[src/rtl/trap_seq_pkg.sv]
// Shared types and constants for the trapezoid area sequencer.
package trap_seq_pkg;

    localparam int SMP_W  = 16;
    localparam int SURF_W = 32;

    typedef enum logic [2:0] {
        IDLE,
        FIRST,
        RUN,
        DRAIN,
        DONE
    } state_e;

    function automatic logic [SMP_W-1:0] clip_len(input logic [SMP_W-1:0] n,
                                                  input logic [SMP_W-1:0] max_n);
        return (n > max_n) ? max_n : n;
    endfunction

endpackage

[src/rtl/trap_seq_acc.sv]
// Frame accumulator: clear, add, and (with TRAP_SEQ_SAT_EN) saturation with a sticky overflow flag.
// Without TRAP_SEQ_SAT_EN the sum wraps modulo 2^ACC_W and ovf_o is tied low.
module trap_seq_acc #(
    parameter int ACC_W = 48,
    parameter int IN_W  = 32
) (
    input  logic             clk,
    input  logic             rst,
    input  logic             clr,
    input  logic             add,
    input  logic [IN_W-1:0]  din,
    output logic [ACC_W-1:0] acc_o,
    output logic             ovf_o
);

    logic [ACC_W-1:0] acc_q, acc_d;

    always_ff @(posedge clk or posedge rst) begin
        if (rst) begin
            acc_q <= '0;
        end else begin
            acc_q <= acc_d;
        end
    end

    assign acc_o = acc_q;

`ifdef TRAP_SEQ_SAT_EN
    // One guard bit above the wider operand catches any carry out of ACC_W.
    localparam int SUM_W = ((ACC_W > IN_W) ? ACC_W : IN_W) + 1;

    logic [SUM_W-1:0] sum;
    logic             ovf_q, ovf_d;

    assign sum = SUM_W'(acc_q) + SUM_W'(din);

    always_comb begin
        acc_d = acc_q;
        ovf_d = ovf_q;
        if (clr) begin
            acc_d = '0;
            ovf_d = 1'b0;
        end else if (add) begin
            if (sum > SUM_W'({ACC_W{1'b1}})) begin
                acc_d = '1;
                ovf_d = 1'b1;
            end else begin
                acc_d = sum[ACC_W-1:0];
            end
        end
    end

    always_ff @(posedge clk or posedge rst) begin
        if (rst) begin
            ovf_q <= 1'b0;
        end else begin
            ovf_q <= ovf_d;
        end
    end

    assign ovf_o = ovf_q;
`else
    always_comb begin
        acc_d = acc_q;
        if (clr) begin
            acc_d = '0;
        end else if (add) begin
            acc_d = acc_q + ACC_W'(din);
        end
    end

    assign ovf_o = 1'b0;
`endif

endmodule

[src/rtl/trapezoid_area_sequencer.sv]
// Streams height samples as consecutive pairs to the trapezoid unit and sums the returned surfaces per frame.
// Optional saturation is enabled by defining TRAP_SEQ_SAT_EN.
module trapezoid_area_sequencer
    import trap_seq_pkg::*;
#(
    parameter int ACC_W   = 48,
    parameter int MAX_SMP = 4096
) (
    input  logic              clk,
    input  logic              rst,
    input  logic              start,
    input  logic [SMP_W-1:0]  cfg_num_samples,
    input  logic              s_valid,
    input  logic [SMP_W-1:0]  s_data,
    output logic              s_ready,
    output logic              calc_en,
    output logic [SMP_W-1:0]  calc_a,
    output logic [SMP_W-1:0]  calc_b,
    input  logic [SURF_W-1:0] calc_surf,
    input  logic              calc_valid,
    output logic              m_valid,
    output logic [ACC_W-1:0]  m_area,
    output logic              m_err_short,
    output logic              m_ovf,
    input  logic              m_ready,
    output logic              busy
);

    localparam logic [SMP_W-1:0] MAX_N = SMP_W'(MAX_SMP);

    state_e           state_q, state_d;
    logic [SMP_W-1:0] n_q, n_d;
    logic [SMP_W-1:0] cnt_q, cnt_d;
    logic [SMP_W-1:0] ret_q, ret_d;
    logic [SMP_W-1:0] prev_q, prev_d;
    logic             short_q, short_d;
    logic [SMP_W-1:0] n_clip;
    logic             acc_add;
    logic             acc_clr;

    assign n_clip  = clip_len(cfg_num_samples, MAX_N);
    assign acc_add = calc_valid && ((state_q == RUN) || (state_q == DRAIN));
    assign acc_clr = (state_q == DONE) && m_ready;

    always_ff @(posedge clk or posedge rst) begin
        if (rst) begin
            state_q <= IDLE;
            n_q     <= '0;
            cnt_q   <= '0;
            ret_q   <= '0;
            prev_q  <= '0;
            short_q <= 1'b0;
        end else begin
            state_q <= state_d;
            n_q     <= n_d;
            cnt_q   <= cnt_d;
            ret_q   <= ret_d;
            prev_q  <= prev_d;
            short_q <= short_d;
        end
    end

    always_comb begin
        state_d = state_q;
        n_d     = n_q;
        cnt_d   = cnt_q;
        ret_d   = acc_add ? ret_q + 16'd1 : ret_q;
        prev_d  = prev_q;
        short_d = short_q;
        s_ready = 1'b0;
        calc_en = 1'b0;
        calc_a  = '0;
        calc_b  = '0;
        case (state_q)
            IDLE: begin
                if (start) begin
                    n_d   = n_clip;
                    cnt_d = '0;
                    ret_d = '0;
                    if (n_clip < 16'd2) begin
                        short_d = 1'b1;
                        state_d = DONE;
                    end else begin
                        state_d = FIRST;
                    end
                end
            end
            FIRST: begin
                s_ready = 1'b1;
                if (s_valid) begin
                    prev_d  = s_data;
                    cnt_d   = 16'd1;
                    state_d = RUN;
                end
            end
            RUN: begin
                s_ready = 1'b1;
                if (s_valid) begin
                    calc_en = 1'b1;
                    calc_a  = prev_q;
                    calc_b  = s_data;
                    prev_d  = s_data;
                    cnt_d   = cnt_q + 16'd1;
                    if (cnt_q + 16'd1 == n_q) begin
                        state_d = DRAIN;
                    end
                end
            end
            DRAIN: begin
                // Leave only once every one of the N-1 issued pairs has returned.
                if (calc_valid && (ret_q + 16'd1 == n_q - 16'd1)) begin
                    state_d = DONE;
                end
            end
            DONE: begin
                if (m_ready) begin
                    short_d = 1'b0;
                    state_d = IDLE;
                end
            end
            default: state_d = IDLE;
        endcase
    end

    trap_seq_acc #(
        .ACC_W (ACC_W),
        .IN_W  (SURF_W)
    ) u_acc (
        .clk   (clk),
        .rst   (rst),
        .clr   (acc_clr),
        .add   (acc_add),
        .din   (calc_surf),
        .acc_o (m_area),
        .ovf_o (m_ovf)
    );

    assign m_valid     = (state_q == DONE);
    assign m_err_short = short_q;
    assign busy        = (state_q != IDLE);

endmodule

[config.mk]
export PLATFORM = sky130hd
export DESIGN_NAME = trapezoid_area_sequencer
export DESIGN_NICKNAME = d
export VERILOG_FILES = /design/src/rtl/trap_seq_pkg.sv /design/src/rtl/trap_seq_acc.sv /design/src/rtl/trapezoid_area_sequencer.sv
export SDC_FILE = /design/constraint.sdc
export NUM_CORES = 1
export LEC_CHECK = 0
export CELL_PAD_IN_SITES_DETAIL_PLACEMENT = 1
export CELL_PAD_IN_SITES_GLOBAL_PLACEMENT = 1
export CORE_ASPECT_RATIO = 1.2
export CORE_UTILIZATION = 40
export CTS_BUF_LIST = sky130_fd_sc_hd__clkbuf_16
export DETAILED_ROUTE_END_ITERATION = 8
export PLACE_DENSITY = 0.81
export SLEW_MARGIN = 20
export SYNTH_ARGS = -nofsm -noshare
export SYNTH_HDL_FRONTEND = slang
export SYNTH_HIERARCHICAL = 1
export SYNTH_SLANG_ARGS = --single-unit
[constraint.sdc]
create_clock -name clk -period 3.32 [get_ports clk]
set_input_delay 0.498 -clock clk [delete_from_list [all_inputs] [get_ports clk]]
set_output_delay 0.498 -clock clk [all_outputs]
set_load 0.02 [all_outputs]
Word level (Yosys, flattened, before mapping)

Index checks and enable logic that the tools add are counted.

Flip-flop bits (word level): 116
Input port bits: 70
Word-level logic and storage cells: 70

Add/sub/neg operators: 4
Magnitude comparators: 2
Eq/ne operators: 13
Multiplexer cells: 29
Reduce and logical (&&, ||, !) cells: 15

Operators with widths:

| cell                                                   | number |
|---|---|
| two-way mux 16 bit                                     | 11 |
| two-way mux 48 bit                                     | 2 |
| adder 48 x 32 -> 48 bit                                | 1 |
| case mux 16 bit (3 select lines)                       | 1 |
| adder 16 x 1 -> 16 bit (second input constant)         | 2 |
| equality test 16 bit                                   | 2 |
| two-way mux 3 bit                                      | 7 |
| > comparator 16 x 13 -> 1 bit (second input constant)  | 1 |
| < comparator 16 x 2 -> 1 bit (second input constant)   | 1 |
| subtractor 16 x 1 -> 16 bit (second input constant)    | 1 |
| case mux 3 bit (5 select lines)                        | 1 |
| inequality test 2 bit (second input constant)          | 4 |
| AND reduction 4 bit                                    | 2 |
| equality test 3 x 2 -> 1 bit (second input constant)   | 2 |
| two-way mux 1 bit                                      | 6 |
| inequality test 2 x 1 -> 1 bit (second input constant) | 3 |
| AND reduction 6 bit                                    | 1 |
| nonzero test 3 bit                                     | 2 |
| AND reduction 2 bit                                    | 2 |
| nonzero test 2 bit                                     | 2 |
| equality test 3 x 1 -> 1 bit (second input constant)   | 1 |
| equality test 3 bit (second input constant)            | 1 |
| logical AND 1 bit                                      | 3 |
| logical NOT 3 bit                                      | 1 |
| other kinds (3)                                        | 3 |

Longest topological paths before layout

Word-level depth: 6
Gate-level depth with buffers: 13
Gate-level depth less buffers: 11

Hierarchy

The synthesis kept the hierarchy.

Modules (own cells, without submodules):

| module                   | instances | cells an instance | area an instance (um^2) | seq. area each (um^2) |
|---|---|---|---|---|
| trapezoid_area_sequencer | 1         | 502               | 4,500.6                 | 1,701.6 |
| trap_seq_acc             | 1         | 467               | 3,887.5                 | 1,201.2 |

Least setup slack after synthesis

OpenSTA, ideal clock, no wires.

Path type: register -> register
Start point: reg u_acc.acc_q[0] (netlist: u_acc/acc_o[0])
End point: reg u_acc.acc_q[34] (netlist: u_acc/acc_o[34])
Library setup time: 0.125 ns
Data arrival time: 2.668 ns
Slack: 0.527 ns
Cell stages (with the launch flop): 11
Path buffers: 0
Clock period less this slack: 2.793 ns
Path through: dfrtp_1 > ha_1 > fa_1 > a211oi_1 > o21ai_2 > nand3_2 > a21oi_4 > a31oi_2 > o311a_1 > or3_1 > mux2_4

Word-level cells in the longest chain between the ends: 3

RTL lines:

| element                 | RTL line           | source |
|---|---|---|
| start, declared         | trap_seq_acc.sv:16 | `logic [ACC_W-1:0] acc_q, acc_d;` |
| start signal, assigned  | trap_seq_acc.sv:20 | `acc_q <= '0;` |
| start signal, assigned  | trap_seq_acc.sv:22 | `acc_q <= acc_d;` |
| adder 48 x 32 -> 48 bit | trap_seq_acc.sv:68 | `acc_d = acc_q + ACC_W'(din);` |
| two-way mux 48 bit      | trap_seq_acc.sv:67 | `end else if (add) begin` |
| two-way mux 48 bit      | trap_seq_acc.sv:65 | `if (clr) begin` |

No other way between the ends. The select of a mux whose other input is x is not followed.
A chain may end at the register's enable or synchronous reset.

Worst setup path in the final report

Start point: in calc_surf[1]
End point: reg u_acc.acc_q[47] (netlist: u_acc/acc_o[47])

Word-level cells in the longest chain between the ends: 3

RTL lines:

| element                 | RTL line                       | source |
|---|---|---|
| start, declared         | trapezoid_area_sequencer.sv:19 | `input logic [SURF_W-1:0] calc_surf,` |
| adder 48 x 32 -> 48 bit | trap_seq_acc.sv:68             |  |
| two-way mux 48 bit      | trap_seq_acc.sv:67             |  |
| two-way mux 48 bit      | trap_seq_acc.sv:65             |  |

No other way between the ends. The select of a mux whose other input is x is not followed.

==> results.txt <==
The worst slew slack as a fraction of its limit is 50.53%. The insertion delay of the later-clocked pin in the worst-skew pair came out at 430 ps. The first global-routing pass estimated 45160 um of wire.

Setup repair after global routing left no endpoint under its margin. The total clock sinks came out at 116. The total number of vias came out at 7959.

Fill cells in the final layout number 2404. The post-synthesis async set-or-reset flop share is 100.0%. The Yosys warning count is 6.

The die is 134.2 um wide. The number of buffers created by CTS came out at 17. After clock tree synthesis, the setup repair step added 0 buffers. The first detailed-routing pass took 4 iterations. Entering global routing, the biggest net connects 69 pins. The number of nets with antenna violations after routing is 0.

At the pin with the least slew margin, the transition time is 735.3 ps. The core outline area is 20400 um2. TritonCTS built the clock tree. The sequential-to-total area share from yosys stat is 34.61%. The weighted congestion at the end of routability-driven global placement came out at 0.8770. The total routing resource utilization after global routing came out at about a quarter. For this design the ratio of total power to cell area is 880.6 nW/um2. The total of max-cap violations came out at 0. The buffer levels on the longest clock path is 2.

By startpoint and endpoint, the worst setup path is classified as in2reg. The post-CTS clock slew at the launch and capture registers of the worst setup and hold paths came out at around 60 ps. Summed over all nets, the half-perimeter wirelength after detailed placement is 20130 um.

The area of the die came out at 21560 um2. The number of input and output port buffers inserted came out at 154. The post-synthesis cell type count is 71. The leakage power summed over all cells came out at between 4 and 5 nW. The nature of the critical path startpoint is a primary input. The detail-routed net length per standard cell came out at slightly below 20 um. The number of synthesized flops with an enable pin is 0.

In this run the worst path has a maximum fanout of 6. Pin placement for this block handled 156 I/O pins. The synthesized design contains 116 register bits. The synthesized instance count came out at 969.

The maximum resistive drop on vdd is 420.1 uV. The effective utilization at floorplan came out at 41.12%. By area the synthesized netlist is led by dfrtp_1, xnor2_1, ha_1, nor2_1, xor2_1. The number of cells after detailed placement is 1378. The final count of pins violating max slew is 0. The worst register-to-register path has a setup slack of 300 ps. Of the post-synthesis cell area, the dominant cell type holds 34.61%. The worst path needs 3059 ps of the cycle, external delays included. Overall power consumption after layout is estimated at 0.009688 W. The number of antenna violations at the first check in global routing came out at 0. The DRC violation count after routing came out at 0. The via count of the first global-routing pass was 8573. The deepest level of the CTS H-tree came out at 4. The finished layout holds 1410 standard cells, fillers aside.

The wire length reported by the detailed router is 27390 um. At the worst endpoint, the required time is 3630 ps. Summed over all instances, the cell type with the most area after synthesis is dfrtp_1. The antenna diode count is 0.

The tree is rooted in a clkbuf_16. The final design utilization is 53.93%. The post-synth net total came out at 1075. The number of nets in the layout is 1238. The layout overhead on the synthesized area came out at 31.15%. Setup violations remaining at the end of the flow were counted as 0. The die boundary height is 160.6 um.

The mapped cell area is around 8400 um2. The total overflow reported by the global router is 0. The number of gates resized after CTS is 0. The worst setup skew after layout came out at 8.249 ps. The min-delay analysis places its worst path in the category in2async. The hold buffer count at cts is 0. STA classifies the critical path endpoint as a flop. The run finished with clean final reports. The post-route clock period utilization is between 90% and 100%. The detailed router finished its first iteration with roughly 360 violations. The count of final hold-check violations came out at 0.

The final setup TNS came out at 0 ps. The most used flip-flop cell after synthesis is dfrtp_1. Cells with a size suffix above 1 make up between 10 and 15% of the layout. The mean instance size in the synthesized netlist came out at 8.656 um2.

The number of vias per cell came out at between 5 and 6. The total number of placement rows is 57. The maximum clock rate came out at 0.3269 GHz. For the worst setup path, the data arrival time is 3370 ps.
==> worst max-delay path, stage by stage <==
cell,delay (ps)
clkdlybuf4s50_1,430
ha_1,310
a211oi_1,70
buf_4,140
o21ai_0,410
buf_4,200
nand4b_1,120
nand4_1,120
o211ai_1,100
buf_4,180
a2111oi_0,530
xnor2_1,190
nor2_1,60
==> final timing paths <==
| path | from | endpoint | cells after the start |
|---|---|---|---|
| min in group clk | prev_q[5]$_DFFE_PP0P_ | prev_q[5]$_DFFE_PP0P_ | 1 |
| worst max register to register | u_acc/acc_o[1]$_DFFE_PP0P_ | u_acc/acc_o[47]$_DFFE_PP0P_ | 12 |
| max in group asynchronous | rst | u_acc/acc_o[28]$_DFFE_PP0P_ | 3 |
| worst max-delay path | calc_surf[1] | u_acc/acc_o[47]$_DFFE_PP0P_ | 13 |
| worst min register to register | prev_q[5]$_DFFE_PP0P_ | prev_q[5]$_DFFE_PP0P_ | 1 |
| worst min-delay path | rst | u_acc/acc_o[13]$_DFFE_PP0P_ | 2 |
==> sequential cells by signal, summed over array words and instances, names as in the netlist <==
signal,count
cnt_q,16
m_err_short,1
n_q,16
prev_q,16
ret_q,16
state_q,3
u_acc/acc_o,48
==> area by class of cell <==
class | instances | area, um2 | area share [%]
timing repair buffer | 200 | 1912 | 17.38
sequential | 116 | 2903 | 26.39
tap | 265 | 331.6 | 3.014
clock inverter | 15 | 178.9 | 1.626
inverter | 23 | 86.33 | 0.7848
multi-input combinational | 774 | 5164 | 46.94
clock buffer | 17 | 425.4 | 3.867
==> synthesized netlist by cell type, drive strengths merged, types with 3 or more instances <==
cell	instances
dfrtp	116
nor2	103
nand2	78
xnor2	73
a21oi	62
o21ai	60
and2	44
clkbuf	40
ha	35
xor2	35
nand3	26
mux2i	24
nor3	23
inv	21
nand4	21
mux2	20
and3	18
buf	16
a31oi	14
nor4	14
a22o	12
a211oi	11
or3	11
a21o	9
nor2b	9
o31ai	9
o21bai	8
nand4b	5
a2111oi	4
and4	4
nand3b	4
nor3b	4
o21a	4
nand2b	3
o22ai	3
==> power breakdown <==
group          total (W)  switching [W]  internal (W)
registers        0.00225       0.000436       0.00182
logic            0.00552        0.00300       0.00252
clock network    0.00191       0.000732       0.00118
==> layer usage <==
layer | track usage [%] | part of all wire (%)
met2 | 49.29 | 54
met1 | 30.63 | 41
met5 | 0 | 0
met4 | 9.755 | 2.5
met3 | 3.598 | 2.8
==> cell usage in the layout, fill, tap and decap left out, types with 9 or more instances in the layout <==
cell	synthesis	routed
buf_4	1	44
nor2b_1	9	9
o21ai_0	56	56
a21oi_1	61	61
nand4_1	21	21
dfrtp_1	116	116
a31oi_1	13	13
or3_1	11	11
a211oi_1	10	10
xnor2_1	72	72
mux2_2	19	19
nor2_1	103	103
and3_1	18	18
and2_1	44	44
xor2_1	35	35
nand3_1	25	25
clkdlybuf4s50_1	0	154
inv_1	21	20
clkbuf_16	0	17
mux2i_1	24	24
nor3_1	23	23
nor4_1	11	10
nand2_1	78	78
o31ai_1	9	9
ha_1	35	35
a21o_1	9	9
a22o_1	12	12
==> stage by stage <==
step | cell area, um2 | hold slack, ps | setup slack (ps)
floorplan | 8388 | 472.1 | 527.1
global placement | 10400 | 481.1 | 29.51
detailed placement | 10400 | 491.3 | -91.31
CTS | 11000 | 427.1 | 209.7
global route | 11000 | 460.9 | 110.8
finish | 11000 | 424.9 | 260.9
==> cells by family (layout without fill, tap and decap cells) <==
kind of cell | count (synthesis) | count (layout) | share of synthesized area, %
and+or+nand+nor | 371 | 371 | 22.63
AOI/OAI and AO/OA | 212 | 212 | 15.86
adders and majority gates | 36 | 36 | 5.459
other | 1 | 1 | 0.04471
buffers and inverters | 79 | 255 | 3.908
muxes | 44 | 44 | 5.594
DFF | 116 | 116 | 34.61
xor gates and xnor gates | 110 | 110 | 11.90
No activity file was read; power rests on OpenSTA's default activity.
